`config.mk`:
```
export PLATFORM = sky130hd
export DESIGN_NAME = apb_requester_arbiter_flat
export DESIGN_NICKNAME = d
export VERILOG_FILES = /design/src/rtl/apb_requester_arbiter_if.sv /design/src/rtl/apb_requester_arbiter.sv /design/src/flat_wrapper.sv
export SDC_FILE = /design/constraint.sdc
export NUM_CORES = 1
export LEC_CHECK = 0
export CORE_MARGIN = 2
export CORE_UTILIZATION = 33
export CTS_CLUSTER_DIAMETER = 120
export CTS_CLUSTER_SIZE = 24
export DETAILED_ROUTE_END_ITERATION = 8
export PLACE_DENSITY_LB_ADDON = 0.3
export SETUP_SLACK_MARGIN = 0.5
export SLEW_MARGIN = 20
export SYNTH_ARGS = -nofsm -noshare
export SYNTH_HDL_FRONTEND = slang
export SYNTH_SLANG_ARGS = --single-unit
```
`constraint.sdc`:
```
create_clock -name pclk -period 1.75 [get_ports pclk]
set_clock_uncertainty 0.05 [all_clocks]
set_input_delay 0.525 -clock pclk [delete_from_list [all_inputs] [get_ports pclk]]
set_output_delay 0.525 -clock pclk [all_outputs]
set_load 0.005 [all_outputs]
```
`src/rtl/apb_requester_arbiter_if.sv`:
```
// APB bus bundle shared by the requester-facing and completer-facing sides of
// apb_requester_arbiter.
//   master : drives psel/penable/pwrite/paddr/pwdata, receives prdata/pready/pslverr
//   slave  : receives the request signals, drives the response signals
interface apb_requester_arbiter_if #(
  parameter int unsigned ADDR_WIDTH = 32,
  parameter int unsigned DATA_WIDTH = 32
);
  logic                  psel;
  logic                  penable;
  logic                  pwrite;
  logic [ADDR_WIDTH-1:0] paddr;
  logic [DATA_WIDTH-1:0] pwdata;
  logic [DATA_WIDTH-1:0] prdata;
  logic                  pready;
  logic                  pslverr;

  modport master (
    output psel, penable, pwrite, paddr, pwdata,
    input  prdata, pready, pslverr
  );

  modport slave (
    input  psel, penable, pwrite, paddr, pwdata,
    output prdata, pready, pslverr
  );
endinterface

```
`src/rtl/apb_requester_arbiter.sv`:
```
// Two-requester APB arbiter sharing one completer port.
// Round-robin grant per transfer, registered SETUP/ACCESS sequencer on the
// completer side, and an optional per-transfer timeout that aborts a hung
// completer and returns an error to the owning requester.
// Ports:
//   pclk, presetn  : clock, asynchronous active-low reset
//   rq0, rq1       : requester-facing APB ports (slave modport)
//   cp             : completer-facing APB port (master modport)
//   timeout_pulse  : one-cycle pulse on each timeout abort
//   grant_id       : requester owning the current or last transfer
module apb_requester_arbiter #(
  parameter int unsigned ADDR_WIDTH     = 32,
  parameter int unsigned DATA_WIDTH     = 32,
  parameter int unsigned TIMEOUT_CYCLES = 256
) (
  input  logic                           pclk,
  input  logic                           presetn,
  apb_requester_arbiter_if.slave         rq0,
  apb_requester_arbiter_if.slave         rq1,
  apb_requester_arbiter_if.master        cp,
  output logic                           timeout_pulse,
  output logic                           grant_id
);

  localparam bit          TimeoutEn = (TIMEOUT_CYCLES != 0);
  // Keep the counter at least one bit wide when the timeout is disabled.
  localparam int unsigned CntWidth  = TimeoutEn ? $clog2(TIMEOUT_CYCLES + 1) : 1;
  localparam logic [CntWidth-1:0] CntLimit = CntWidth'(TIMEOUT_CYCLES);

  typedef enum logic [1:0] {StIdle, StSetup, StAccess} state_e;

  state_e                state_q, state_d;
  logic                  grant_q;
  logic                  last_grant_q;
  logic                  write_q;
  logic [ADDR_WIDTH-1:0] addr_q;
  logic [DATA_WIDTH-1:0] wdata_q;
  logic [CntWidth-1:0]   cnt_q;

  logic                  any_req;
  logic                  winner;
  logic                  resp_done;
  logic                  resp_timeout;
  logic                  resp_valid;
  logic                  resp_err;
  logic [DATA_WIDTH-1:0] resp_data;
  logic                  sel0;
  logic                  sel1;

  // Arbitration and completion decode.
  always_comb begin
    any_req = rq0.psel | rq1.psel;
    // On a tie the requester that did not win last time goes next.
    if (rq0.psel && rq1.psel) begin
      winner = ~last_grant_q;
    end else begin
      winner = rq1.psel;
    end
    resp_done    = (state_q == StAccess) && cp.pready;
    resp_timeout = TimeoutEn && (state_q == StAccess) && !cp.pready && (cnt_q == CntLimit);
  end

  // FSM state register.
  always_ff @(posedge pclk or negedge presetn) begin
    if (!presetn) begin
      state_q <= StIdle;
    end else begin
      state_q <= state_d;
    end
  end

  // FSM next state.
  always_comb begin
    state_d = state_q;
    case (state_q)
      StIdle:   if (any_req) state_d = StSetup;
      StSetup:  state_d = StAccess;
      StAccess: if (resp_done || resp_timeout) state_d = StIdle;
      default:  state_d = StIdle;
    endcase
  end

  // Latched transfer attributes, grant tracking and the wait counter.
  always_ff @(posedge pclk or negedge presetn) begin
    if (!presetn) begin
      grant_q      <= 1'b0;
      last_grant_q <= 1'b1;
      write_q      <= 1'b0;
      addr_q       <= '0;
      wdata_q      <= '0;
      cnt_q        <= '0;
    end else begin
      if (state_q == StIdle && any_req) begin
        grant_q      <= winner;
        last_grant_q <= winner;
        write_q      <= winner ? rq1.pwrite : rq0.pwrite;
        addr_q       <= winner ? rq1.paddr  : rq0.paddr;
        wdata_q      <= winner ? rq1.pwdata : rq0.pwdata;
      end
      if (TimeoutEn && state_q == StAccess && !cp.pready && !resp_timeout) begin
        cnt_q <= cnt_q + 1'b1;
      end else begin
        cnt_q <= '0;
      end
    end
  end

  // FSM and response outputs. The completer response is passed through
  // combinationally to the owner only in the completing ACCESS cycle.
  always_comb begin
    cp.psel    = (state_q != StIdle);
    cp.penable = (state_q == StAccess);
    cp.pwrite  = write_q;
    cp.paddr   = addr_q;
    cp.pwdata  = wdata_q;

    resp_valid = resp_done | resp_timeout;
    resp_err   = resp_timeout | cp.pslverr;
    resp_data  = resp_timeout ? '0 : cp.prdata;

    sel0 = resp_valid & ~grant_q;
    sel1 = resp_valid & grant_q;

    rq0.pready  = sel0;
    rq0.pslverr = sel0 & resp_err;
    rq0.prdata  = sel0 ? resp_data : '0;
    rq1.pready  = sel1;
    rq1.pslverr = sel1 & resp_err;
    rq1.prdata  = sel1 ? resp_data : '0;

    timeout_pulse = resp_timeout;
    grant_id      = grant_q;
  end

endmodule

```
`src/flat_wrapper.sv`:
```
// flat-port wrapper written by rule: the top's interface ports become plain ports
module apb_requester_arbiter_flat 
#(
  parameter int unsigned ADDR_WIDTH     = 32,
  parameter int unsigned DATA_WIDTH     = 32,
  parameter int unsigned TIMEOUT_CYCLES = 256
)
  (pclk, presetn, timeout_pulse, grant_id, rq0_psel, rq0_penable, rq0_pwrite, rq0_paddr, rq0_pwdata, rq0_prdata, rq0_pready, rq0_pslverr, rq1_psel, rq1_penable, rq1_pwrite, rq1_paddr, rq1_pwdata, rq1_prdata, rq1_pready, rq1_pslverr, cp_psel, cp_penable, cp_pwrite, cp_paddr, cp_pwdata, cp_prdata, cp_pready, cp_pslverr);
  apb_requester_arbiter_if #(.ADDR_WIDTH(ADDR_WIDTH), .DATA_WIDTH(DATA_WIDTH)) rq0_i ();
  apb_requester_arbiter_if #(.ADDR_WIDTH(ADDR_WIDTH), .DATA_WIDTH(DATA_WIDTH)) rq1_i ();
  apb_requester_arbiter_if #(.ADDR_WIDTH(ADDR_WIDTH), .DATA_WIDTH(DATA_WIDTH)) cp_i ();
  input  logic pclk;
  input  logic presetn;
  output logic timeout_pulse;
  output logic grant_id;
  input wire logic [$bits(rq0_i.psel)-1:0] rq0_psel;
  input wire logic [$bits(rq0_i.penable)-1:0] rq0_penable;
  input wire logic [$bits(rq0_i.pwrite)-1:0] rq0_pwrite;
  input wire logic [$bits(rq0_i.paddr)-1:0] rq0_paddr;
  input wire logic [$bits(rq0_i.pwdata)-1:0] rq0_pwdata;
  output wire logic [$bits(rq0_i.prdata)-1:0] rq0_prdata;
  output wire logic [$bits(rq0_i.pready)-1:0] rq0_pready;
  output wire logic [$bits(rq0_i.pslverr)-1:0] rq0_pslverr;
  input wire logic [$bits(rq1_i.psel)-1:0] rq1_psel;
  input wire logic [$bits(rq1_i.penable)-1:0] rq1_penable;
  input wire logic [$bits(rq1_i.pwrite)-1:0] rq1_pwrite;
  input wire logic [$bits(rq1_i.paddr)-1:0] rq1_paddr;
  input wire logic [$bits(rq1_i.pwdata)-1:0] rq1_pwdata;
  output wire logic [$bits(rq1_i.prdata)-1:0] rq1_prdata;
  output wire logic [$bits(rq1_i.pready)-1:0] rq1_pready;
  output wire logic [$bits(rq1_i.pslverr)-1:0] rq1_pslverr;
  output wire logic [$bits(cp_i.psel)-1:0] cp_psel;
  output wire logic [$bits(cp_i.penable)-1:0] cp_penable;
  output wire logic [$bits(cp_i.pwrite)-1:0] cp_pwrite;
  output wire logic [$bits(cp_i.paddr)-1:0] cp_paddr;
  output wire logic [$bits(cp_i.pwdata)-1:0] cp_pwdata;
  input wire logic [$bits(cp_i.prdata)-1:0] cp_prdata;
  input wire logic [$bits(cp_i.pready)-1:0] cp_pready;
  input wire logic [$bits(cp_i.pslverr)-1:0] cp_pslverr;
  assign rq0_i.psel = rq0_psel;
  assign rq0_i.penable = rq0_penable;
  assign rq0_i.pwrite = rq0_pwrite;
  assign rq0_i.paddr = rq0_paddr;
  assign rq0_i.pwdata = rq0_pwdata;
  assign rq0_prdata = rq0_i.prdata;
  assign rq0_pready = rq0_i.pready;
  assign rq0_pslverr = rq0_i.pslverr;
  assign rq1_i.psel = rq1_psel;
  assign rq1_i.penable = rq1_penable;
  assign rq1_i.pwrite = rq1_pwrite;
  assign rq1_i.paddr = rq1_paddr;
  assign rq1_i.pwdata = rq1_pwdata;
  assign rq1_prdata = rq1_i.prdata;
  assign rq1_pready = rq1_i.pready;
  assign rq1_pslverr = rq1_i.pslverr;
  assign cp_psel = cp_i.psel;
  assign cp_penable = cp_i.penable;
  assign cp_pwrite = cp_i.pwrite;
  assign cp_paddr = cp_i.paddr;
  assign cp_pwdata = cp_i.pwdata;
  assign cp_i.prdata = cp_prdata;
  assign cp_i.pready = cp_pready;
  assign cp_i.pslverr = cp_pslverr;
  apb_requester_arbiter #(.ADDR_WIDTH(ADDR_WIDTH), .DATA_WIDTH(DATA_WIDTH), .TIMEOUT_CYCLES(TIMEOUT_CYCLES)) u_core (.pclk(pclk), .presetn(presetn), .rq0(rq0_i), .rq1(rq1_i), .cp(cp_i), .timeout_pulse(timeout_pulse), .grant_id(grant_id));
endmodule
```
==> impl_results.md <==
* Crit path kind: register to output pin
* Critical-path cell list: nand2b_4 -> inv_2 -> and3_4 -> buf_12 -> buf_12 -> buf_12 -> buf_6 -> and2_4 -> buf_6
* Worst hold path type: input port to asynchronous set/reset pin
* Hold buffer count at CTS at 0
* Avg WL per Cell at 18.41 um
* Post-Syn Instances at 352
* Met3 GRT Util at 0.05498
* GRT Residual Overflow at 0
* Number of synthesized register bits at 78
* P&R area growth vs syn at 112.0%
* Die footprint at 14,760 um^2
* P_leak at 4.531 nW
* Area contributors post-synth: dfrtp_1, mux2_2, mux2_4, and2_1, buf_6
* Post-synth net total at 524
* ANT nets after route at 0
* Met1 global-route usage at 0.2336
* Synth unique cells at 33
* Dpl cell area at 8132 um^2
* Final Hold Viols at 0
* CTS tree: built
* Die width at 121.5 um
* # rows at 42
* Max-Slew Margin vs Limit at 0.7170
* Post-synthesis sequential area ratio at 0.4287
* Top FF cell, synth: dfrtp_1
* CP bufs+invs at 6
* Fmax at 0.4266 GHz
* Most frequent cell after synthesis: dfrtp_1
* Latest clock arrival within the worst-skew pair at 0.33 ns
* Cell taking the most area after synthesis: dfrtp_1
* GRT Total Usage at 0.2255
* Setup-failing EPs final at 138
* Avg Synthesized Cell Area at 12.94 um^2
* Vias per cell at 4.733
* CORE AREA at 13,350 um^2
* Via count at 4,520
* Switching power at 3.718 mW
* Ys async rst share at 1.000
* Final Instance Area at 9658 um^2
* Combinational share of power at 0.609
* H-tree depth at 3
* I/O pin cnt at 307
* Synth top cells by count: dfrtp_1, mux2_2, and2_1
* DP Wirelength at 11.31 mm
* Largest net degree at the start of global routing at 79
* Switching Share at 0.2929
* Residual DRC at 0
* Maximum fanout along the worst path at 8
* Critical Path RT at 1.17 ns
* Violated checks: negative setup slack
* Share of cells above drive strength 1 at 0.6452
* GPL Wtd Cong at 0.7990
* CP endpoint kind: output pin
* Mapped Area at 4556 um^2
* Post-synth top area share at 0.4230
* Final Cycle Share at 1.339
* TritonCTS sink count at 78
* Fin crit period at 2.344 ns
* Internal at 8.975 mW
* CTS Buf Count at 9
* Die Span Y at 121.5 um
* Starting DRT DRC Count at 80
* CP max stage delay at 0.41 ns
* R2R Setup Slk at -0.15 ns
* Crit-path slowest cell: dfrtp_1
* Synth warnings at 0
* Clk pwr share at 0.145
* Power per cell area at 1314 nW/um^2
* Place WS at -0.9402 ns
* Vias in the first global route at 4,777
* Max-slew violations at 0
* Routed wire length at 17.58 mm
* Most used cell, CP: buf_12
* Initial Utilization at 0.3413
* Root buffer cell: clkbuf_16
* Grt met2 use at 0.4312
* Maximum clock insertion buffer count at 2
* Clock transition at path regs at 0.06 ns
* Maximum VDD drop at 789.7 uV
* Max cap viols at 0
* Initial antenna violation count at 1
* Port Buffers at 304
* Post-synth EDFFs at 0
* Startpoint Class: register
* First drt pass iteration count at 4
* Busiest layer in global routing: met2
* Crit path DAT at 1.77 ns
* Status: finished with violations
* Delay-heaviest family, CP: buffers and inverters
* Unrepaired setup endpoints after global routing: true
* Final nets at 945
* First-pass GRT wire length at 25.52 mm
* Slew @ Worst Pin at 0.4245 ns
* Sequential power share at 0.247
* Fin worst setup slack at -0.5940 ns
-- worst paths after layout --
path | from | end | cells after the start
max reg2reg | u_core.state_q[1] | u_core.cp.pwdata[5] | 8
min in group pclk | u_core.cp.pwdata[16] | u_core.cp.pwdata[16] | 1
max | u_core.state_q[1] | rq1_prdata[1] | 9
min reg2reg | u_core.cp.pwdata[16] | u_core.cp.pwdata[16] | 1
max in group asynchronous | presetn | u_core.last_grant_q | 2
min | presetn | u_core.cp.paddr[30] | 2
-- layout make-up --
class	count	area, um^2
Antenna cell	1	2.502
Clock buffer	12	236.5
Clock inverter	4	48.80
Fill cell	915	3690
Inverter	7	26.28
Multi-Input combinational cell	247	2858
Sequential cell	78	1954
Tap cell	176	220.2
Timing Repair Buffer	430	4312
-- power groups by stage --
stage                     logic (mW)  registers [mW]  clock network [mW]
final                           7.72            3.13                1.83
after global routing            8.17            3.22                1.97
after floorplan                 2.64            3.18                   0
after CTS                       6.88            3.11                1.88
after global placement          5.55            3.12                   0
after detailed placement        5.63            3.15                   0
-- placed cells by master, fill, tap and decap left out, types with 2 or more instances in the layout --
cell type / count
a211o_4: 2
a21oi_2: 5
and2_1: 3
and2_4: 62
buf_12: 17
buf_16: 12
buf_2: 69
buf_4: 73
buf_6: 86
buf_8: 4
clkbuf_1: 3
clkbuf_16: 10
clkbuf_2: 2
clkdlybuf4s50_1: 163
clkinv_2: 2
dfrtp_1: 76
ha_1: 2
inv_1: 5
inv_2: 2
mux2_2: 36
mux2_4: 96
nand2_1: 3
nand3_1: 5
nor2_1: 2
nor2_2: 3
nor2_4: 3
nor3_2: 3
o21ai_0: 4
or3_1: 4
xor2_1: 2
-- layer usage --
metal	vias to the layer above	share of wire	wire length, um
met5	-	0	0
met2	217	0.54	9441
met4	0	0.031	543
met1	2183	0.35	6163
met3	43	0.082	1433
li1	2077	-	-
-- per-stage QoR --
stage	TNS, ns	hold slack [ns]	instances	total power [mW]	util
final	-43.37	0.1471	955	12.69	0.7236
after global routing	-51.19	0.1718	955	13.37	0.7236
after CTS	-44.02	0.1665	925	11.87	0.6828
after detailed placement	-101.10	0.4459	843	8.779	0.6092
after global placement	-99.21	0.4398	843	8.669	0.6092
after floorplan	0	0.1794	352	5.819	-
-- cells by family after synthesis --
kind of cell | after synthesis | synth area share
multiplexers | 132 | 0.3724
flip-flops | 78 | 0.4287
AND/OR/NAND/NOR | 96 | 0.1280
buffers and inverters | 28 | 0.04120
XOR/XNOR | 3 | 0.005769
adder cells (fa/ha/maj) | 2 | 0.005492
AO/OA/AOI/OAI | 13 | 0.01840
-- what timing repair did --
item | 4_1_cts | 5_1_grt
resized for setup | 657 | 87
endpoints found under the setup margin | 214 | 214
setup buffers | 53 | 28
pin swaps | 31 | 12
gates cloned | 13 | 1
-- sequential cells by signal, indices dropped and copies added, names as in the netlist --
| signal | count |
|---|---|
| u_core.cnt_q | 9 |
| u_core.cp.paddr | 32 |
| u_core.cp.pwdata | 32 |
| u_core.cp.pwrite | 1 |
| u_core.grant_id | 1 |
| u_core.last_grant_q | 1 |
| u_core.state_q | 2 |
Power figures use the tool's default switching activity.
